File: src/rtl/dual_issue_scheduler.sv
// dual_issue_scheduler
//   Buffered dual-issue scheduler between fetch and two execute lanes.
//   Fetch packets (two {instr, pc} slots each) are queued. The head packet
//   issues to lane0 (older) and lane1 (younger). A pair is split on a RAW
//   hazard, on two loads/stores, or when the older instruction is a JAL.
//   A JAL that issues discards everything younger and raises a registered
//   one-cycle redirect to its target.
//
//   Ports
//     clk, rst_n               clock (rising edge), synchronous active-low reset
//     in_valid/in_ready        fetch packet handshake
//     in_data                  {instr1, pc1, instr0, pc0}, slot0 in the LSBs (older)
//     in_mask                  per-slot valid (2'b10 is illegal)
//     flush                    discard all queued and pending state
//     out_ready                backend accepts both lanes this cycle
//     out0_* / out1_*          lane0 / lane1 issue (valid, pc, instr)
//     redirect_valid/_pc       one-cycle fetch restart at the JAL target
//
//   Build option
//     SCHED_PERF_CNT_EN : adds perf_dual_cnt / perf_single_cnt, counting
//                         dual- and single-issue handshakes (reset only).
module dual_issue_scheduler #(
  parameter int DEPTH = 4,
  parameter int XLEN  = 32
) (
  input  logic                   clk,
  input  logic                   rst_n,
  input  logic                   in_valid,
  output logic                   in_ready,
  input  logic [2*(XLEN+32)-1:0] in_data,
  input  logic [1:0]             in_mask,
  input  logic                   flush,
  input  logic                   out_ready,
  output logic                   out0_valid,
  output logic [XLEN-1:0]        out0_pc,
  output logic [31:0]            out0_instr,
  output logic                   out1_valid,
  output logic [XLEN-1:0]        out1_pc,
  output logic [31:0]            out1_instr,
  output logic                   redirect_valid,
  output logic [XLEN-1:0]        redirect_pc
`ifdef SCHED_PERF_CNT_EN
  ,
  output logic [31:0]            perf_dual_cnt,
  output logic [31:0]            perf_single_cnt
`endif
);

  localparam int PW    = $clog2(DEPTH);
  localparam int CW    = PW + 1;
  localparam int PKT_W = 2 * (XLEN + 32);
  localparam logic [CW-1:0] DEPTH_C = CW'(DEPTH);

  localparam logic [0:0] ST_PAIR   = 1'b0;
  localparam logic [0:0] ST_SECOND = 1'b1;

  localparam logic [6:0] OPC_JAL    = 7'b1101111;
  localparam logic [6:0] OPC_LOAD   = 7'b0000011;
  localparam logic [6:0] OPC_STORE  = 7'b0100011;
  localparam logic [6:0] OPC_BRANCH = 7'b1100011;

  function automatic logic is_jal(input logic [6:0] opc);
    return opc == OPC_JAL;
  endfunction

  function automatic logic is_mem(input logic [6:0] opc);
    return (opc == OPC_LOAD) || (opc == OPC_STORE);
  endfunction

  function automatic logic has_rd(input logic [6:0] opc);
    return (opc != OPC_STORE) && (opc != OPC_BRANCH);
  endfunction

  // J-immediate is 21 bits, sign-extended to XLEN; the add wraps mod 2^XLEN.
  function automatic logic [XLEN-1:0] jal_target(input logic [XLEN-1:0] pc,
                                                 input logic [31:12]     ins);
    logic signed [20:0] imm;
    imm = {ins[31], ins[19:12], ins[20], ins[30:21], 1'b0};
    return pc + XLEN'(imm);
  endfunction

  logic [PKT_W-1:0] q_data [DEPTH];
  logic             q_has1 [DEPTH];
  logic [PW-1:0]    head, tail;
  logic [CW-1:0]    count;
  logic [0:0]       state;
  logic             redir_vld_p1;
  logic [XLEN-1:0]  redir_pc_p1;

  logic [PKT_W-1:0] head_data;
  logic [XLEN-1:0]  pc0, pc1, a_pc;
  logic [31:0]      instr0, instr1, a_instr;
  logic             empty, b_present, raw, jal_a, dual, split;
  logic             issue_hs, jal_hs, squash, push, pop;

  // Head decode: everything below is combinational from the head entry.
  assign head_data = q_data[head];
  assign pc0       = head_data[XLEN-1:0];
  assign instr0    = head_data[XLEN+31:XLEN];
  assign pc1       = head_data[2*XLEN+31:XLEN+32];
  assign instr1    = head_data[PKT_W-1:2*XLEN+32];

  assign empty     = (count == '0);
  assign a_pc      = (state == ST_PAIR) ? pc0 : pc1;
  assign a_instr   = (state == ST_PAIR) ? instr0 : instr1;
  assign b_present = (state == ST_PAIR) && q_has1[head];
  assign jal_a     = is_jal(a_instr[6:0]);

  assign raw = has_rd(a_instr[6:0]) && (a_instr[11:7] != 5'd0) &&
               ((instr1[19:15] == a_instr[11:7]) || (instr1[24:20] == a_instr[11:7]));

  assign dual  = !empty && b_present && !jal_a &&
                 !(is_mem(a_instr[6:0]) && is_mem(instr1[6:0])) && !raw;
  assign split = b_present && !dual;

  assign out0_valid = !empty;
  assign out0_pc    = empty ? '0 : a_pc;
  assign out0_instr = empty ? '0 : a_instr;
  assign out1_valid = dual;
  assign out1_pc    = dual ? pc1 : '0;
  assign out1_instr = dual ? instr1 : '0;

  assign issue_hs = out0_valid && out_ready;
  assign jal_hs   = issue_hs && (jal_a || (dual && is_jal(instr1[6:0])));
  assign pop      = issue_hs && !split;

  // Squash covers the JAL cycle and the redirect cycle; packets accepted
  // then are absorbed so fetch never stalls on a dead path.
  assign squash   = jal_hs || redir_vld_p1;
  assign in_ready = (count < DEPTH_C) || squash;
  assign push     = in_valid && in_ready && !flush && !squash && (in_mask != 2'b00);

  assign redirect_valid = redir_vld_p1;
  assign redirect_pc    = redir_vld_p1 ? redir_pc_p1 : '0;

  // Control state: pointers, occupancy, head FSM, redirect pulse.
  always_ff @(posedge clk) begin
    if (!rst_n || flush) begin
      head         <= '0;
      tail         <= '0;
      count        <= '0;
      state        <= ST_PAIR;
      redir_vld_p1 <= 1'b0;
    end else if (jal_hs) begin
      head         <= '0;
      tail         <= '0;
      count        <= '0;
      state        <= ST_PAIR;
      redir_vld_p1 <= 1'b1;
    end else begin
      redir_vld_p1 <= 1'b0;
      if (push)
        tail <= tail + PW'(1);
      if (issue_hs) begin
        if (split) begin
          state <= ST_SECOND;
        end else begin
          state <= ST_PAIR;
          head  <= head + PW'(1);
        end
      end
      count <= count + CW'(push) - CW'(pop);
    end
  end

  // Data storage and redirect target (registered into the redirect cycle).
  always_ff @(posedge clk) begin
    if (push) begin
      q_data[tail] <= in_data;
      q_has1[tail] <= in_mask[1];
    end
    if (jal_hs)
      redir_pc_p1 <= jal_a ? jal_target(a_pc, a_instr[31:12])
                           : jal_target(pc1, instr1[31:12]);
  end

`ifdef SCHED_PERF_CNT_EN
  always_ff @(posedge clk) begin
    if (!rst_n) begin
      perf_dual_cnt   <= '0;
      perf_single_cnt <= '0;
    end else if (issue_hs) begin
      if (dual)
        perf_dual_cnt <= perf_dual_cnt + 32'd1;
      else
        perf_single_cnt <= perf_single_cnt + 32'd1;
    end
  end
`endif

endmodule

File: config.mk
export PLATFORM = sky130hd
export DESIGN_NAME = dual_issue_scheduler
export DESIGN_NICKNAME = d
export VERILOG_FILES = /design/src/rtl/dual_issue_scheduler.sv
export SDC_FILE = /design/constraint.sdc
export NUM_CORES = 1
export LEC_CHECK = 0
export BUFFER_PORTS_ARGS = -buffer_cell sky130_fd_sc_hd__buf_2
export CORE_ASPECT_RATIO = 0.9
export CORE_MARGIN = 2
export CORE_UTILIZATION = 35
export DETAILED_ROUTE_END_ITERATION = 10
export SLEW_MARGIN = 10
export SYNTH_ARGS = -nofsm -noshare
export SYNTH_HDL_FRONTEND = slang
export SYNTH_SLANG_ARGS = --single-unit
export TNS_END_PERCENT = 1
File: constraint.sdc
create_clock -name clk -period 11.2 [get_ports clk]
set_input_delay 1.68 -clock clk [delete_from_list [all_inputs] [get_ports clk]]
set_output_delay 1.68 -clock clk [all_outputs]
set_load 0.1 [all_outputs]
==> qor.yml, run 1 <==
clocking:
  root_buffer: "clkbuf_16"
  cts_sinks: 559
  cts_buffer_depth: 3
  cts_hold_buf: 0
  clk_latency_ns: 0.63
  clk_pin_slew_ns: 0.06
  cts_tree: "built"
  cts_resized: 0
  htree_levels: 2
  postCtsSetupRepairBufs: 0
  cts_buffers: 59
floorplan:
  start_util_pct: 35.5
  die_area_sq_um: 75000
  io_pins: 299
  die_width_um: 288
  core_sq_um: 71800
  die_h_um: 260
  num_rows: 93
setup_path:
  cpPeakStageDelay_ns: 0.85
  path_cells: "buf_4 > mux4_1 > xnor2_1 > nor3_2 > nand4_1 > a21oi_2 > a21oi_4 > buf_4 > and2_2 > buf_2"
  critical_path.top_delay_family: "buffers and inverters"
  path_common_cell: "buf_4"
  critPathBufInv: 3
  rrSetupSlack_ns: 5.06
  critical_path_arrival_ns: 5.52
  cp-end-kind: "primary output"
  crit_type: "reg2out"
  crit_fanout: 47
  critPathRequiredTime_ns: 9.52
  worstSetupStartpointType: "flop"
  slowest_stage: "buf_4"
timing:
  fin_crit_ns: 7.20
  hold_viol_final: 0
  setup-tns-final_ns: 0
  max_freq_ghz: 0.139
  finalSetupViolCount: 0
  slew_headroom_pct: 33.2
  drv_slew: 0
  skew_ns: 0.0234
  worst_slack_ns: 4.00
  grt_setup_unrepaired: "no"
  worst_slew_pin_slew_ns: 1.00
  min_period_over_period_pct: 64.3
logic_synthesis:
  syn_inst: 1651
  syn_nets: 1855
  synth_flop_cell: "edfxtp_1"
  synth_cell_type_count: 72
  syn_avg_cell_area_sq_um: 15.4
  synthMuxAreaShare_pct: 12.3
  synth_edf_count: 548
  synthXorXnorAreaFrac_pct: 2.06
  yosysSeqAreaShare_pct: 65.4
  yosys_warnings: 0
  synth_compound_area_share_pct: 6.34
  synth_top_family_by_area: "multiplexers"
  synth.ff_latch_count: 559
  synth_simple_gate_area_share_pct: 8.42
  async_flop_share_pct: 0
  synthAdderAreaFrac_pct: 3.48
  syn_area_sq_um: 25500
routing:
  drc: 0
  wl_um: 68300
  antenna_left: 0
  viasPerCell: 5.18
  dr.pass1.iters: 5
  routedWlPerCell_um: 23.0
  vias: 15400
  initialDrtViolationCount: 1203
global_route:
  met3_usage_pct: 3.93
  grt-ovfl-total: 0
  grt.busiest_layer: "met2"
  grt_start_max_net_pins: 63
  grt_use_met1_pct: 24.1
  use_met2_pct: 30.0
  grt_usage_pct: 18.1
  grt_pass1_vias: 15700
  grt_first_pass_wirelength_um: 101000
  antenna_found_initial: 14
cells_and_area:
  layout_commonest_cell: "edfxtp_1"
  nNetsFinal: 2166
  multi_input_area_sq_um: 8350
  drive_above_1_share_pct: 27.4
  layout_common_cells: "edfxtp_1 (548), buf_2 (298), nand2_1 (205)"
  seqCellArea_sq_um: 16700
  area_growth_pct: 17.2
  final.fill_count: 6534
placed_design:
  gp_congestion: 0.861
  portBuffers: 298
  hpwl_um: 46500
  dpl_worst_slack_ns: 4.45
pwr:
  pwr_density_cell_nw_per_um2: 157
  power.leakage_nw: 11.0
  peakVddDrop_v: 0.000117
job:
  maxCapViolCount: 0
min_path:
  hp-class: "reg2reg"
run_status:
  status: "finished clean"
[flip-flops by register name, indices dropped and copies added, names as in the netlist, named ones only]
| name | cells |
|---|---|
| q_data | 512 |
| redir_pc_p1 | 32 |
| q_has1 | 4 |
| count | 3 |
| head | 2 |
| tail | 2 |
| redirect_valid | 1 |
| state | 1 |
[worst min-delay path, stage by stage (launching register included)]
cell and delay, ns:
dfxtp_1 0.31, o21ai_0 0.10, a21oi_2 0.07
[layout make-up]
cell class	instances	share of cell area, %
antenna	5	0.0419
multi-input combinational	989	28.0
clock inverter	35	1.08
tap	950	3.98
sequential	559	55.9
clock buffer	74	5.13
inverter	35	0.440
timing repair buffer	318	5.50
[worst paths after layout]
path                                to                  from  cells past startpoint
max                      out1_instr[8]                  flop                     10
min reg2reg                       flop  head[1]$_SDFFE_PP0P_                      2
max reg2reg  redir_pc_p1[31]$_DFFE_PP_                  flop                     17
min                               flop  head[1]$_SDFFE_PP0P_                      2
[stage by stage]
step	cell area [sq um]	hold WS [ns]	utilization [%]	total power, mW	std cells
global route	29900	0.539	41.6	4.86	2963
finish	29900	0.517	41.6	4.69	2965
detailed placement	28000	0.505	39.0	2.85	2851
floorplan	25500	0.471	-	2.71	1651
CTS	29800	0.514	41.6	4.74	2960
global placement	28000	0.474	39.0	2.84	2851
[per-layer routing]
layer	vias up	part of all wire, %
li1	7016	-
met1	7763	42
met2	467	49
met3	99	7.1
met4	12	2.0
met5	-	0.11
[cell usage after synthesis (all sizes together) (5+ instances only)]
master    n  area (sq um)
clkbuf   35           133
nand3b    5          62.6
nand3    16          80.1
a21boi    8          60.1
nor3     12          70.1
ha       66           826
nor2     68           255
o21ai    48           244
o21bai    6          45.0
buf      33           224
mux2      9           101
nand2   205           769
and2     94           589
inv      35           131
xor2     26           228
nand2b    8          50.1
mux4    122          2820
a21oi   115           602
xnor2    34           298
o21a      8          60.1
o31ai     9          67.6
dfxtp    11           220
a31oi     6          37.5
nand4     6          37.5
a21o     29           218
edfxtp  548         16500
mux2i    21           223
and3     11          75.1
[logic make-up (layout without fill, tap and decap cells)]
group	count (synthesis)	in the layout
compound gates	261	261
xor+xnor	60	60
fa+ha+maj	69	69
buf+inv	103	462
flops	559	559
mux	152	152
other cells	0	5
simple gates	447	447
[power breakdown]
part / leakage [nW] / internal, mW / switching [mW]
clock network: 0.904 / 1.07 / 0.817
registers: 5.05 / 2.33 / 0.00655
logic: 5.02 / 0.145 / 0.322
No activity file was read; power rests on OpenSTA's default activity.
==> run 2: changes to the inputs <==
==> constraint.sdc (replaced) <==
create_clock -name clk -period 7.15 [get_ports clk]
set_input_delay 1.0725 -clock clk [delete_from_list [all_inputs] [get_ports clk]]
set_output_delay 1.0725 -clock clk [all_outputs]
set_load 0.1 [all_outputs]
==> qor.yml, run 2 (synthesis results as in run 1) <==
run_status:
  status: "finished clean"
clocking:
  root_buffer: "clkbuf_16"
  cts_resized: 0  # unchanged
  clk_pin_slew_ns: 0.06  # about the same
  htree_levels: 2  # unchanged
  cts_buffer_depth: 3  # unchanged
  clk_latency_ns: 0.63  # about the same
  cts_buffers: 60  # +1.7%
  cts_hold_buf: 0  # unchanged
  cts_sinks: 559  # unchanged
  postCtsSetupRepairBufs: 0  # unchanged
  cts_tree: "built"
pwr:
  switching_share_pct: 23.8  # -0.60 points
  intPower_mw: 5.68  # +60%
  finalPower_mw: 7.45  # +59%
  power.leakage_nw: 11.1  # +0.72%
  power_frac_clock_pct: 41.1  # +0.9 points
  pwr-share-seq_pct: 49.1  # -0.7 points
  peakVddDrop_v: 0.000177  # +51%
  switchingPower_mw: 1.78  # +55%
  pwr_density_cell_nw_per_um2: 248  # +58%
  power_frac_comb_pct: 9.8  # -0.2 points
routing:
  antenna_left: 0  # unchanged
  routedWlPerCell_um: 22.9  # -0.77%
  viasPerCell: 5.18  # about the same
  vias: 15400  # +0.40%
  wl_um: 68000  # -0.40%
  initialDrtViolationCount: 1264  # +5.1%
  dr.pass1.iters: 5  # unchanged
  drc: 0  # unchanged
setup_path:
  cp-end-kind: "primary output"
  path_common_cell: "buf_4"
  crit_fanout: 42  # -11%
  slowest_stage: "dfxtp_4"
  path_cells: "buf_4 > mux4_2 > nor3_1 > nor3_2 > nand4_1 > a21oi_2 > a21oi_4 > buf_4 > and2_1 > buf_2"
  crit_type: "reg2out"
  worstSetupStartpointType: "flop"
  cpPeakStageDelay_ns: 0.80  # -0.05 ns
  critPathRequiredTime_ns: 6.08  # -3.44 ns
  critical_path_arrival_ns: 5.20  # -0.32 ns
cells_and_area:
  final_util_pct: 41.9  # +0.29 points
  stdcell_count: 2976  # +0.37%
  top_register: "q_data"
  seqCellArea_sq_um: 16700  # unchanged
  largest_reg_flops: 512  # unchanged
  final.fill_count: 6498  # -0.55%
  multi_input_area_sq_um: 8350  # unchanged
  nNetsFinal: 2173  # +0.32%
  layout_commonest_cell: "edfxtp_1"
  area_growth_pct: 18.0
  top_regs: "q_data x512, redir_pc_p1 x32, q_has1 x4"
  drive_above_1_share_pct: 27.3  # -0.086 points
  final_area_sq_um: 30100  # +0.70%
  layout_common_cells: "edfxtp_1 (548), buf_2 (298), nand2_1 (205)"
timing:
  setup-tns-final_ns: 0  # unchanged
  hold_viol_final: 0  # unchanged
  grt_setup_unrepaired: "no"
  drv_slew: 0  # unchanged
  finalSetupViolCount: 0  # unchanged
  fin_crit_ns: 6.27
  worst_slew_pin_slew_ns: 0.979  # -0.0232 ns
  slew_headroom_pct: 34.6  # +1.5 points
  max_freq_ghz: 0.159
  min_period_over_period_pct: 87.7
  skew_ns: 0.0292  # +0.00577 ns
placed_design:
  place_area_sq_um: 28100  # +0.38%
  placedCellCount: 2857  # +0.21%
  gp_congestion: 0.849  # -1.3%
  hpwl_um: 45900  # -1.3%
  portBuffers: 298  # unchanged
floorplan:
  die_area_sq_um: 75000  # unchanged
  die_h_um: 260  # unchanged
  core_sq_um: 71800  # unchanged
  io_pins: 299  # unchanged
  num_rows: 93  # unchanged
  die_width_um: 288  # unchanged
  start_util_pct: 35.5  # unchanged
min_path:
  hp-class: "reg2reg"
global_route:
  grt_usage_pct: 18.0  # -0.086 points
  grt_first_pass_wirelength_um: 100000  # -0.11%
  antenna_found_initial: 16  # +2
  grt_start_max_net_pins: 73  # +16%
  grt_pass1_vias: 15900  # +0.98%
  grt-ovfl-total: 0  # unchanged
job:
  maxCapViolCount: 0  # unchanged
==> run 2: cell types whose count changed in the layout (fill, tap and decap cells not counted) <==
| cell | before | now |
|---|---|---|
| bufinv_16 | 4 | 6 |
| buf_4 | 20 | 21 |
| inv_16 | 1 | 0 |
| inv_8 | 1 | 0 |
| diode_2 | 5 | 6 |
| clkinv_1 | 6 | 15 |
| clkinv_2 | 13 | 7 |
| inv_6 | 4 | 1 |
| clkbuf_16 | 59 | 62 |
| buf_12 | 0 | 5 |
| clkinv_8 | 0 | 1 |
==> run 2: path summary, 6_finish.rpt <==
| path | to | startpoint | slack [ns] | depth (start not counted) |
|---|---|---|---|---|
| worst max-delay path | out1_pc[3] | flop | 0.88 | 10 |
| worst min-delay path | flop | head[1]$_SDFFE_PP0P_ | 0.49 | 2 |
| worst max register to register | redir_pc_p1[31]$_DFFE_PP_ | flop | 1.41 | 16 |
| worst min register to register | flop | head[1]$_SDFFE_PP0P_ | 0.49 | 2 |
==> run 2: area by class of cell <==
type,instances,share of cell area [%]
diodes,6,0.0499
clock buffers,77,5.35
clock inverters,36,1.14
inverters,35,0.437
multi-input cells,989,27.8
flip-flops and latches,559,55.5
well taps,950,3.95
repair buffers,324,5.82
==> run 2: critical path: cells and delay by family (launching register included) <==
kind | cells | cell delay (ns)
mux | 1 | 0.67
buf+inv | 3 | 1.58
flops | 1 | 0.80
compound gates | 2 | 0.71
simple gates | 4 | 0.68
==> run 2: through the flow <==
stage | setup slack (ns) | hold WS [ns]
floorplan | 1.41 | 0.471
global placement | 1.40 | 0.470
detailed placement | 1.33 | 0.484
CTS | 0.711 | 0.497
global route | 0.488 | 0.532
finish | 0.877 | 0.492
==> run 2: power by group through the flow <==
stage | combinational (mW) | sequential [mW] | clock, mW
final | 0.734 | 3.66 | 3.06
after global routing | 0.797 | 3.66 | 3.26
after CTS | 0.739 | 3.66 | 3.14
after detailed placement | 0.735 | 3.73 | 0
after global placement | 0.726 | 3.72 | 0
after floorplan | 0.522 | 3.73 | 0
==> run 2: routing by layer <==
metal	GRT usage [%]	wire, um	up-vias
li1	-	-	7039
met1	24.0	28500	7802
met2	30.4	33600	486
met3	3.46	4780	81
met4	4.35	1120	10
met5	0	58	-
==> run 3: changes to the inputs <==
--- a/config.mk
+++ b/config.mk
@@ -10,6 +10,7 @@
 export CORE_MARGIN = 2
 export CORE_UTILIZATION = 35
 export DETAILED_ROUTE_END_ITERATION = 10
+export REMOVE_ABC_BUFFERS = 1
 export SLEW_MARGIN = 10
 export SYNTH_ARGS = -nofsm -noshare
 export SYNTH_HDL_FRONTEND = slang
==> qor.yml, run 3 (synthesis results as in run 1) <==
run_status:
  status: "finished clean"
cells_and_area:
  area_growth_pct: 17.6
  largest_reg_flops: 512  # unchanged
  layout_commonest_cell: "edfxtp_1"
  top_regs: "q_data x512, redir_pc_p1 x32, q_has1 x4"
  nNetsFinal: 2166  # -0.32%
  top_register: "q_data"
  drive_above_1_share_pct: 27.1  # -0.22 points
  layout_common_cells: "edfxtp_1 (548), buf_2 (298), nand2_1 (205)"
clocking:
  cts_sinks: 559  # unchanged
  postCtsSetupRepairBufs: 0  # unchanged
  clk_pin_slew_ns: 0.06  # about the same
  cts_buffers: 56  # -6.7%
  clk_latency_ns: 0.62  # about the same
  htree_levels: 2  # unchanged
  cts_tree: "built"
  cts_buffer_depth: 3  # unchanged
  root_buffer: "clkbuf_16"
  cts_hold_buf: 0  # unchanged
  cts_resized: 0  # unchanged
global_route:
  grt-ovfl-total: 0  # unchanged
  grt_use_met1_pct: 23.5  # -0.47 points
  met3_usage_pct: 4.52  # +1.1 points
  grt_start_max_net_pins: 90  # +23%
  antenna_found_initial: 26  # +10
  grt_first_pass_wirelength_um: 99500  # -0.93%
  grt.busiest_layer: "met2"
  grt_usage_pct: 17.9  # -0.070 points
  use_met2_pct: 29.7  # -0.78 points
  grt_pass1_vias: 15700  # -1.1%
timing:
  holdWs_ns: 0.521  # +0.0284 ns
  hold_viol_final: 0  # unchanged
  max_freq_ghz: 0.166  # +3.9%
  worst_slack_ns: 1.11  # +0.237 ns
  worst_slew_pin_slew_ns: 0.992  # +0.0124 ns
  fin_crit_ns: 6.04  # -0.237 ns
  skew_ns: 0.0260  # -0.00320 ns
  drv_slew: 0  # unchanged
  finalSetupViolCount: 0  # unchanged
  grt_setup_unrepaired: "no"
  min_period_over_period_pct: 84.4  # -3.3 points
  slew_headroom_pct: 33.9  # -0.73 points
floorplan:
  die_width_um: 288  # unchanged
  start_util_pct: 35.5  # unchanged
  die_area_sq_um: 75000  # unchanged
  die_h_um: 260  # unchanged
  io_pins: 299  # unchanged
  num_rows: 93  # unchanged
  core_sq_um: 71800  # unchanged
setup_path:
  crit_fanout: 42  # unchanged
  critical_path.top_delay_family: "buffers and inverters"
  cp-end-kind: "primary output"
  critPathBufInv: 4  # +1
  cpPeakStageDelay_ns: 0.83  # +0.03 ns
  crit_type: "reg2out"
  critPathRequiredTime_ns: 6.08  # about the same
  slowest_stage: "dfxtp_4"
  critical_path_arrival_ns: 4.96  # -0.24 ns
  path_cells: "buf_4 > mux4_1 > inv_1 > xnor2_1 > nand4_1 > a21oi_2 > a211oi_2 > a21oi_4 > inv_2 > nor2_1 > nand2_1 > buf_2"
  worstSetupStartpointType: "flop"
pwr:
  pwr-share-seq_pct: 49.8  # +0.7 points
  switchingPower_mw: 1.75  # -1.3%
  peakVddDrop_v: 0.000176  # -0.15%
  pwr_density_cell_nw_per_um2: 245  # -1.2%
  power_frac_comb_pct: 10.0  # +0.2 points
  switching_share_pct: 23.9  # +0.048 points
  intPower_mw: 5.59  # -1.6%
  power.leakage_nw: 11.0  # -0.55%
  power_frac_clock_pct: 40.1  # -1.0 points
placed_design:
  gp_congestion: 0.824  # -3.0%
  hpwl_um: 46300  # +0.98%
  portBuffers: 298  # unchanged
  dpl_worst_slack_ns: 1.63  # +0.299 ns
routing:
  viasPerCell: 5.18  # about the same
  dr.pass1.iters: 5  # unchanged
  initialDrtViolationCount: 1004  # -21%
  vias: 15400  # -0.34%
  wl_um: 68000  # -0.11%
  antenna_left: 0  # unchanged
  drc: 0  # unchanged
  routedWlPerCell_um: 22.9  # +0.30%
job:
  maxCapViolCount: 0  # unchanged
min_path:
  hp-class: "reg2reg"
run 3: worst reg2reg max path, cell delays in order (launching register included):
cell      delay (ns)
dfxtp_4         0.83
buf_12          0.54
mux4_2          0.72
nand2_1         0.11
nand2_1         0.07
ha_1            0.37
a21oi_1         0.16
nor2_1          0.06
o41ai_1         0.61
a21boi_0        0.38
o21ai_0         0.43
nand4_1         0.14
a31oi_1         0.28
o21ai_0         0.17
xnor2_1         0.14
mux2_2          0.26
run 3: stage by stage:
stage          utilization, %  std cells  instance area, sq um  power (mW)  setup TNS, ns
6_report                 41.7       2964                 30000        7.34              0
5_1_grt                  41.7       2961                 30000        7.58              0
4_1_cts                  41.7       2957                 30000        7.41              0
3_5_place_dp             39.1       2854                 28100        4.46              0
3_3_place_gp             39.1       2854                 28100        4.45              0
2_1_floorplan               -       1583                 25100        4.25       -2477.41
run 3: metal layers:
layer,part of all wire (%),vias to the layer above
met2,48,448
met3,6.9,114
met4,2.2,32
li1,-,7028
met5,0.28,-
met1,42,7744
run 3: cell type report:
type                    instances  area (sq um)
clock buffers                  64          1450
clock inverters                39           409
flip-flops and latches        559         16700
multi-input cells             989          8350
fillers                      6536         41800
inverters                      35           133
repair buffers                321          1740
well taps                     950          1190
diodes                          7          17.5
run 3: worst paths after layout:
kind / start / to / slack [ns] / cells past startpoint
worst max register to register: flop / redir_pc_p1[31]$_DFFE_PP_ / 1.62 / 15
worst min-delay path: head[1]$_SDFFE_PP0P_ / flop / 0.52 / 2
worst min register to register: head[1]$_SDFFE_PP0P_ / flop / 0.52 / 2
worst max-delay path: flop / in_ready / 1.11 / 12
run 3: power groups by stage:
stage	Sequential, mW	Clock (mW)	Combinational [mW]
after global placement	3.72	0	0.722
after floorplan	3.73	0	0.517
final	3.66	2.95	0.738
after global routing	3.66	3.13	0.795
after CTS	3.66	3.02	0.738
after detailed placement	3.73	0	0.734
